===== src/rtl/backprop_sequencer.sv =====
// backprop_sequencer
//   Walks one dense layer for a backprop pass. For every previous-layer input
//   i (outer loop) and every layer output j (inner loop) it reads the previous
//   activation, the backprop value and the weight j*N_IN+i. It feeds these to
//   a shared combinational datapath and writes the updated weight back. It also
//   sums the datapath's change terms over j and emits that sum as the
//   propagated error for input i.
//
// Ports
//   clk, rst_n            clock, asynchronous active-low reset
//   start                 request one pass (only honoured in IDLE)
//   busy, done            pass in progress / 1-cycle completion pulse
//   prev_addr, prev_data  previous-activation buffer, 1-cycle read latency
//   bp_addr, bp_data      backprop-value buffer, 1-cycle read latency
//   w_raddr, w_rdata      weight memory read port, 1-cycle read latency
//   w_we, w_waddr, w_wdata  weight memory write port
//   dp_previous, dp_weight, dp_backprop  operands to the shared datapath
//   dp_change, dp_weight_new             results from the shared datapath
//   err_valid, err_addr, err_data, err_ready  propagated-error stream
//   fsm_state             current FSM state (debug visibility)
//
// Handshake: an err transfer happens on a rising edge where err_valid and
// err_ready are both 1. Once err_valid rises, err_addr/err_data hold stable
// until that transfer.
//
// Configuration
//   BP_SEQ_SATURATE_EN  defined: the error accumulator saturates on signed
//                       overflow. Undefined: it wraps modulo 2^32.
module backprop_sequencer #(
  parameter int N_IN  = 4,
  parameter int N_OUT = 4,
  localparam int AW  = (N_IN > 1) ? $clog2(N_IN) : 1,
  localparam int BW  = (N_OUT > 1) ? $clog2(N_OUT) : 1,
  localparam int WAW = (N_IN * N_OUT > 1) ? $clog2(N_IN * N_OUT) : 1
) (
  input  logic           clk,
  input  logic           rst_n,
  input  logic           start,
  output logic           busy,
  output logic           done,
  output logic [AW-1:0]  prev_addr,
  input  logic [31:0]    prev_data,
  output logic [BW-1:0]  bp_addr,
  input  logic [31:0]    bp_data,
  output logic [WAW-1:0] w_raddr,
  input  logic [31:0]    w_rdata,
  output logic           w_we,
  output logic [WAW-1:0] w_waddr,
  output logic [31:0]    w_wdata,
  output logic [31:0]    dp_previous,
  output logic [31:0]    dp_weight,
  output logic [31:0]    dp_backprop,
  input  logic [31:0]    dp_change,
  input  logic [31:0]    dp_weight_new,
  output logic           err_valid,
  output logic [AW-1:0]  err_addr,
  output logic [31:0]    err_data,
  input  logic           err_ready,
  output logic [2:0]     fsm_state
);

  typedef enum logic [2:0] {
    IDLE = 3'd0,
    READ = 3'd1,
    EXEC = 3'd2,
    EMIT = 3'd3,
    DONE = 3'd4
  } state_t;

  state_t         state, state_next;
  logic [AW-1:0]  i;
  logic [BW-1:0]  j;
  logic [31:0]    acc;
  logic [31:0]    acc_sum;
  logic [31:0]    sum_raw;
  logic [WAW-1:0] w_addr;
  logic           last_i, last_j;

  assign last_i = (i == AW'(N_IN - 1));
  assign last_j = (j == BW'(N_OUT - 1));

  // Weights are stored output-major: row j holds the N_IN weights of output j.
  assign w_addr = WAW'(int'(j) * N_IN + int'(i));

  assign sum_raw = acc + dp_change;

`ifdef BP_SEQ_SATURATE_EN
  logic overflow;
  // Signed overflow: both operands share a sign and the result's sign differs.
  assign overflow = (acc[31] == dp_change[31]) && (sum_raw[31] != acc[31]);
  assign acc_sum  = overflow ? (acc[31] ? 32'h8000_0000 : 32'h7FFF_FFFF) : sum_raw;
`else
  assign acc_sum = sum_raw;
`endif

  always_ff @(posedge clk or negedge rst_n) begin
    if (!rst_n) begin
      state <= IDLE;
      i     <= '0;
      j     <= '0;
      acc   <= '0;
    end else begin
      state <= state_next;
      case (state)
        IDLE: begin
          if (start) begin
            i   <= '0;
            j   <= '0;
            acc <= '0;
          end
        end
        EXEC: begin
          acc <= acc_sum;
          if (!last_j) j <= j + BW'(1);
        end
        EMIT: begin
          // Starting the next input restarts j, so the error sum restarts too.
          if (err_ready && !last_i) begin
            i   <= i + AW'(1);
            j   <= '0;
            acc <= '0;
          end
        end
        default: ;
      endcase
    end
  end

  always_comb begin
    state_next  = state;
    busy        = 1'b0;
    done        = 1'b0;
    w_we        = 1'b0;
    err_valid   = 1'b0;
    dp_previous = '0;
    dp_weight   = '0;
    dp_backprop = '0;
    case (state)
      IDLE: begin
        if (start) state_next = READ;
      end
      READ: begin
        busy       = 1'b1;
        state_next = EXEC;
      end
      EXEC: begin
        busy        = 1'b1;
        w_we        = 1'b1;
        dp_previous = prev_data;
        dp_weight   = w_rdata;
        dp_backprop = bp_data;
        state_next  = last_j ? EMIT : READ;
      end
      EMIT: begin
        busy      = 1'b1;
        err_valid = 1'b1;
        if (err_ready) state_next = last_i ? DONE : READ;
      end
      DONE: begin
        done       = 1'b1;
        state_next = IDLE;
      end
      default: state_next = IDLE;
    endcase
  end

  // Read addresses are driven continuously from the indices. They are set up
  // in READ, and the memories return data during the following EXEC.
  assign prev_addr = i;
  assign bp_addr   = j;
  assign w_raddr   = w_addr;
  assign w_waddr   = w_addr;
  assign w_wdata   = dp_weight_new;
  assign err_addr  = i;
  assign err_data  = acc;
  assign fsm_state = state;

endmodule


===== config.mk =====
export PLATFORM = sky130hd
export DESIGN_NAME = backprop_sequencer
export DESIGN_NICKNAME = d
export VERILOG_FILES = /design/src/rtl/backprop_sequencer.sv
export SDC_FILE = /design/constraint.sdc
export NUM_CORES = 1
export LEC_CHECK = 0
export ABC_AREA = 0
export ABC_CLOCK_PERIOD_IN_PS = 3230
export BUFFER_PORTS_ARGS = -buffer_cell sky130_fd_sc_hd__buf_2
export CORE_AREA = 2 2 133 135
export CTS_BUF_LIST = sky130_fd_sc_hd__clkbuf_8
export CTS_CLUSTER_DIAMETER = 80
export DETAILED_ROUTE_END_ITERATION = 16
export DIE_AREA = 0 0 135 137
export SLEW_MARGIN = 10
export SYNTH_ARGS = -nofsm -noshare
export SYNTH_HDL_FRONTEND = slang
export SYNTH_SLANG_ARGS = --single-unit

===== constraint.sdc =====
create_clock -name clk -period 3.23 [get_ports clk]
set_input_delay 0.646 -clock clk [delete_from_list [all_inputs] [get_ports clk]]
set_output_delay 0.646 -clock clk [all_outputs]
set_load 0.01 [all_outputs]

Word-level counts from Yosys, hierarchy flattened

Cells that the tools add are included.

Bits in registers: 39
Bits in latches: 0
Bits of input ports: 164
Memory bits (writable): 0
Memories: 0
ROM bits: 0

Mux-type cells: 21
Shifts and indexed selects: 0
Equality and inequality tests: 10
Reduce and logical (&&, ||, !) cells: 10
Order comparisons: 0
Bitwise logic cells: 0
Add/subtract/negate cells: 4
Multiply operators: 0
Divide/modulo/power cells: 0

Operator list:

| operator              | number |
|---|---|
| $mux W32              | 5 |
| $pmux W32 S3          | 1 |
| $add A32 B32 Y32      | 1 |
| $pmux W3 S4           | 1 |
| $mux W2               | 5 |
| $mux W3               | 3 |
| $ne A2 B2 Y1 const B  | 4 |
| $eq A3 B2 Y1 const B  | 2 |
| $pmux W2 S3           | 1 |
| $reduce_and A3 Y1     | 2 |
| $add A2 B1 Y2 const B | 2 |
| $add A4 B2 Y4         | 1 |
| $eq A2 B2 Y1 const B  | 2 |
| $mux W1               | 4 |
| $pmux W2 S2           | 1 |
| $reduce_and A4 Y1     | 1 |
| $eq A3 B1 Y1 const B  | 1 |
| $eq A3 B3 Y1 const B  | 1 |
| $logic_not A3 Y1      | 1 |
| $reduce_bool A3 Y1    | 1 |
| $reduce_or A3 Y1      | 1 |
| $reduce_and A2 Y1     | 1 |
| $reduce_bool A2 Y1    | 1 |
| $logic_and A1 B1 Y1   | 1 |
| $logic_not A1 Y1      | 1 |

Logic depth before layout (Yosys ltp)

Depth after elaboration: 5
Gate-level depth with buffers: 12

Worst setup path after synthesis

OpenSTA, ideal clock, no wires.

Path kind: input to register
Start: in dp_change[0]
End: reg acc[28], in the netlist err_data[28]
Buffers on the path: 0
Arrival: 2.589 ns
Cell stages on the path: 11
Setup time: 0.124 ns
Slack: 0.518 ns
Data required time: 3.106 ns
Path through: ha_1 -> inv_1 -> fa_1 -> nor2b_1 -> o21a_1 -> o21ai_2 -> a211oi_2 -> o21ai_2 -> o211ai_2 -> a311oi_1 -> a211o_1

Cells in the longest elaborated chain, start to end: 2

RTL lines:

| element              | line | source |
|---|---|---|
| start, declared      | 53   | `input logic [31:0] dp_change,` |
| $add A32 B32 Y32     | 85   | `assign sum_raw = acc + dp_change;` |
| $pmux W32 S3         | 104  | `case (state)` |
| end signal, assigned | 113  | `acc <= acc_sum;` |
| end, declared        | 73   | `logic [31:0] acc;` |

Every way passes these cells.
A chain may end at the register's enable or synchronous reset.

Final worst setup path

Ends and elaborated chain as after synthesis.

==> results.sh <==
export IMPL_cts_max_level=2
export IMPL_fmax_mhz=363.2
export IMPL_drive_above_1_share_pct=40.42
export IMPL_cp_depth=12
export IMPL_port_buffers=280
export IMPL_p_per_area_mw_per_mm2=915.2
export IMPL_drt_initial_drc_count=215
export IMPL_yosys_area_share_simple_pct=29.40
export IMPL_grt_use_total_pct=14.67
export IMPL_wire_per_inst_um=14.91
export IMPL_cts_resized=0
export IMPL_place_congestion=0.8360
export IMPL_cp_common_cell="o21ai_2"
export IMPL_tightest_slew_ns=0.9855
export IMPL_slew_violations=0
export IMPL_core_area_mm2=0.01706
export IMPL_path_buf_inv=2
export IMPL_period_share_pct=85.24
export IMPL_first_global_vias=3908
export IMPL_yosysSeqAreaShare_pct=23.33
export IMPL_cp_top_family="compound AO/OA/AOI/OAI gates"
export IMPL_clockRootBuffer="clkbuf_8"
export IMPL_synthArstFlopShare_pct=100.0
export IMPL_clock_skew_ns=0.008018
export IMPL_cp_slowest_cell="fa_1"
export IMPL_arrival_ns=2.94
export IMPL_via_per_inst=4.496
export IMPL_grt_antenna_before_repair=0
export IMPL_vias=4415
export IMPL_post_route_min_period_ns=2.753
export IMPL_yosysTopAreaCellShare_pct=23.33
export IMPL_status="finished, final reports clean"
export IMPL_finalSetupTns_ns=0
export IMPL_clk_pin_slew_worst_paths_ns=0.09
export IMPL_numCtsBuffers=5
export IMPL_fill_cells=1838
export IMPL_clock_path_buffers=2
export IMPL_dr_pass1_iters=5
export IMPL_synthesis_area_mm2=0.004183
export IMPL_grt_max_degree=58
export IMPL_cap_violations=0
export IMPL_syn_inst=529
export IMPL_yosysUniqueCellTypes=54
export IMPL_ff2ff_path_depth=11
export IMPL_instances_no_fill=982
export IMPL_die_w_um=135
export IMPL_io_pins=345
export IMPL_drc_errors=0
export IMPL_total_power_uw=5123
export IMPL_crit_type="primary input to flop"
export IMPL_min_path_type="flop to flop"
export IMPL_placed_cells=974
export IMPL_postRouteAntennaNets=0
export IMPL_ys_warnings_count=0
export IMPL_routed_wl_um=14650
export IMPL_layout_nets=954
export IMPL_synthXorXnorAreaFrac_pct=4.816
export IMPL_synth_compound_area_share_pct=20.52
export IMPL_cts_setup_buffers=0
export IMPL_synth_top_family_by_area="simple AND/OR/NAND/NOR gates"
export IMPL_max_slew_margin_pct=34.30
export IMPL_dp_hpwl_um=11800
export IMPL_synth_top_cell_by_area="dfrtp_1"
export IMPL_synth_nets=727
export IMPL_whs_path_depth=1
export IMPL_syn_to_final_growth_pct=33.83
export IMPL_die_area_mm2=0.01850
export IMPL_start_util_pct=24.52
export IMPL_synth_fa_ha_area_share_pct=10.35
export IMPL_whs_ns=0.4953
export IMPL_clkLatencyLatePin_ns=0.30
export IMPL_rows=48
export IMPL_synth_main_ff_cell="dfrtp_1"
export IMPL_gr_total_overflow=0
export IMPL_path_cells="buf_2 > ha_1 > inv_1 > fa_1 > nor2b_1 > o21a_1 > o21ai_2 > a211oi_2 > o21ai_2 > o211ai_2 > a311oi_1 > a211o_1"
export IMPL_leakagePower_uw=0.003046
export IMPL_fp_dieH_um=137
export IMPL_startpoint_type="primary input"
export IMPL_cts_hold_buf=0
export IMPL_cts_tree="done"
export IMPL_hold_viol=0
export IMPL_setup_viol=0
export IMPL_max_stage_delay_ns=0.40
export IMPL_clock_sinks=39
export IMPL_critPathMaxFanout=5
export IMPL_required_ns=3.42
export IMPL_muxShareOfSynthArea_pct=0.7179
export IMPL_synth_avg_cell_area_um2=7.907
export IMPL_diodes=0
export IMPL_grt_pass1_wl_um=21380
export IMPL_endpoint_kind="flop"
export IMPL_ys_top_cells_by_area="dfrtp_1 23%, and2_1 15%, ha_1 9.9%"
export IMPL_irDropWorstVdd_mv=0.3074
export IMPL_synth_ff_latch_count=39
export IMPL_synth_edf_count=0
export IMPL_rsz0062_at_grt="no"
-- cells by family (layout without fill, tap and decap cells) --
| family | count (synthesis) | in the layout |
|---|---|---|
| simple gates | 222 | 222 |
| compound gates | 129 | 129 |
| buf+inv | 79 | 307 |
| flops | 39 | 39 |
| fa+ha+maj | 34 | 34 |
| xor+xnor | 23 | 23 |
| mux | 3 | 3 |
-- worst reg2reg max path: stages (launching register included) --
cell	delay (ns)
dfrtp_1	0.39
ha_1	0.21
inv_1	0.07
fa_1	0.40
nor2b_1	0.14
o21a_1	0.15
o21ai_2	0.09
a211oi_2	0.28
o21ai_2	0.14
o211ai_2	0.32
a311oi_1	0.16
a211o_1	0.28
-- metrics by stage --
| stage | util (%) | worst slack [ns] | cell area [µm²] |
|---|---|---|---|
| floorplan | - | 0.5176 | 4183 |
| global placement | 32.32 | 0.1996 | 5513 |
| detailed placement | 32.32 | 0.1494 | 5513 |
| CTS | 32.82 | 0.4817 | 5598 |
| global route | 32.82 | 0.2987 | 5598 |
| finish | 32.82 | 0.4769 | 5598 |
-- final timing paths --
path                              startpoint           end  slack, ns
max in group asynchronous              rst_n   err_data[8]       2.11
worst max-delay path            dp_change[0]  err_data[28]       0.48
worst min register to register  err_data[31]  err_data[31]       0.50
min in group asynchronous              rst_n   err_data[6]       0.51
worst min-delay path            err_data[31]  err_data[31]       0.50
worst max register to register   err_data[0]  err_data[28]       0.50
-- registers in the layout (all words and copies together), names as in the netlist --
signal     cells
bp_addr        2
err_addr       2
fsm_state      3
err_data      32
-- layout make-up --
type / count / area (µm²) / share of cell area [%]
Clock inverter: 3 / 16.27 / 0.2906
Multi-Input combinational cell: 411 / 2753 / 49.17
Tap cell: 225 / 281.5 / 5.029
Clock buffer: 5 / 68.82 / 1.229
Inverter: 11 / 41.29 / 0.7376
Sequential cell: 39 / 975.9 / 17.43
Timing Repair Buffer: 288 / 1461 / 26.11
-- cells in the mapped netlist (3+ instances only) --
cell type	instances
o21ai_2	3
nand2b_1	8
buf_4	42
dfrtp_1	39
mux2i_1	3
nor3b_1	4
a22o_1	4
nand3b_1	3
o21ai_0	32
o21a_1	3
and2_1	101
nand2_1	47
nor3_1	4
nand4_1	4
and3_1	5
nor2b_1	5
ha_1	33
inv_1	11
a21oi_1	34
clkbuf_1	26
a21o_1	16
xor2_1	14
or3_1	4
xnor2_1	9
o21ai_1	10
nand3_1	13
nor2_1	17
-- per-layer routing --
layer	track usage (%)	vias up	routed length [µm]
met1	19.73	1995	6593
met3	2.778	4	974
met5	0	-	0
met4	2.488	0	71
met2	24.82	183	7006
li1	-	2233	-
-- power breakdown --
group	internal [µW]	switching (µW)	leakage [µW]
clock	148	196	0.0000453
sequential	717	212	0.000497
combinational	1660	2190	0.00250
-- cells in the final DEF, fill, tap and decap left out, drive strengths merged, types with 3 or more instances in the layout --
cell    Yosys  routed
a211oi      3       3
a21o       16      16
a21oi      35      35
a22o        4       4
and2      101     101
and3        5       5
buf        42     288
clkbuf     26       5
dfrtp      39      39
ha         33      33
inv        11      12
mux2i       3       3
nand2      47      47
nand2b      8       8
nand3      13      13
nand3b      3       3
nand4       4       4
nor2       17      17
nor2b       5       5
nor3        4       4
nor3b       4       4
o211ai      3       3
o21a        3       3
o21ai      45      45
or3         4       4
xnor2       9       9
xor2       14      14
(Power assumes the default switching activity.)
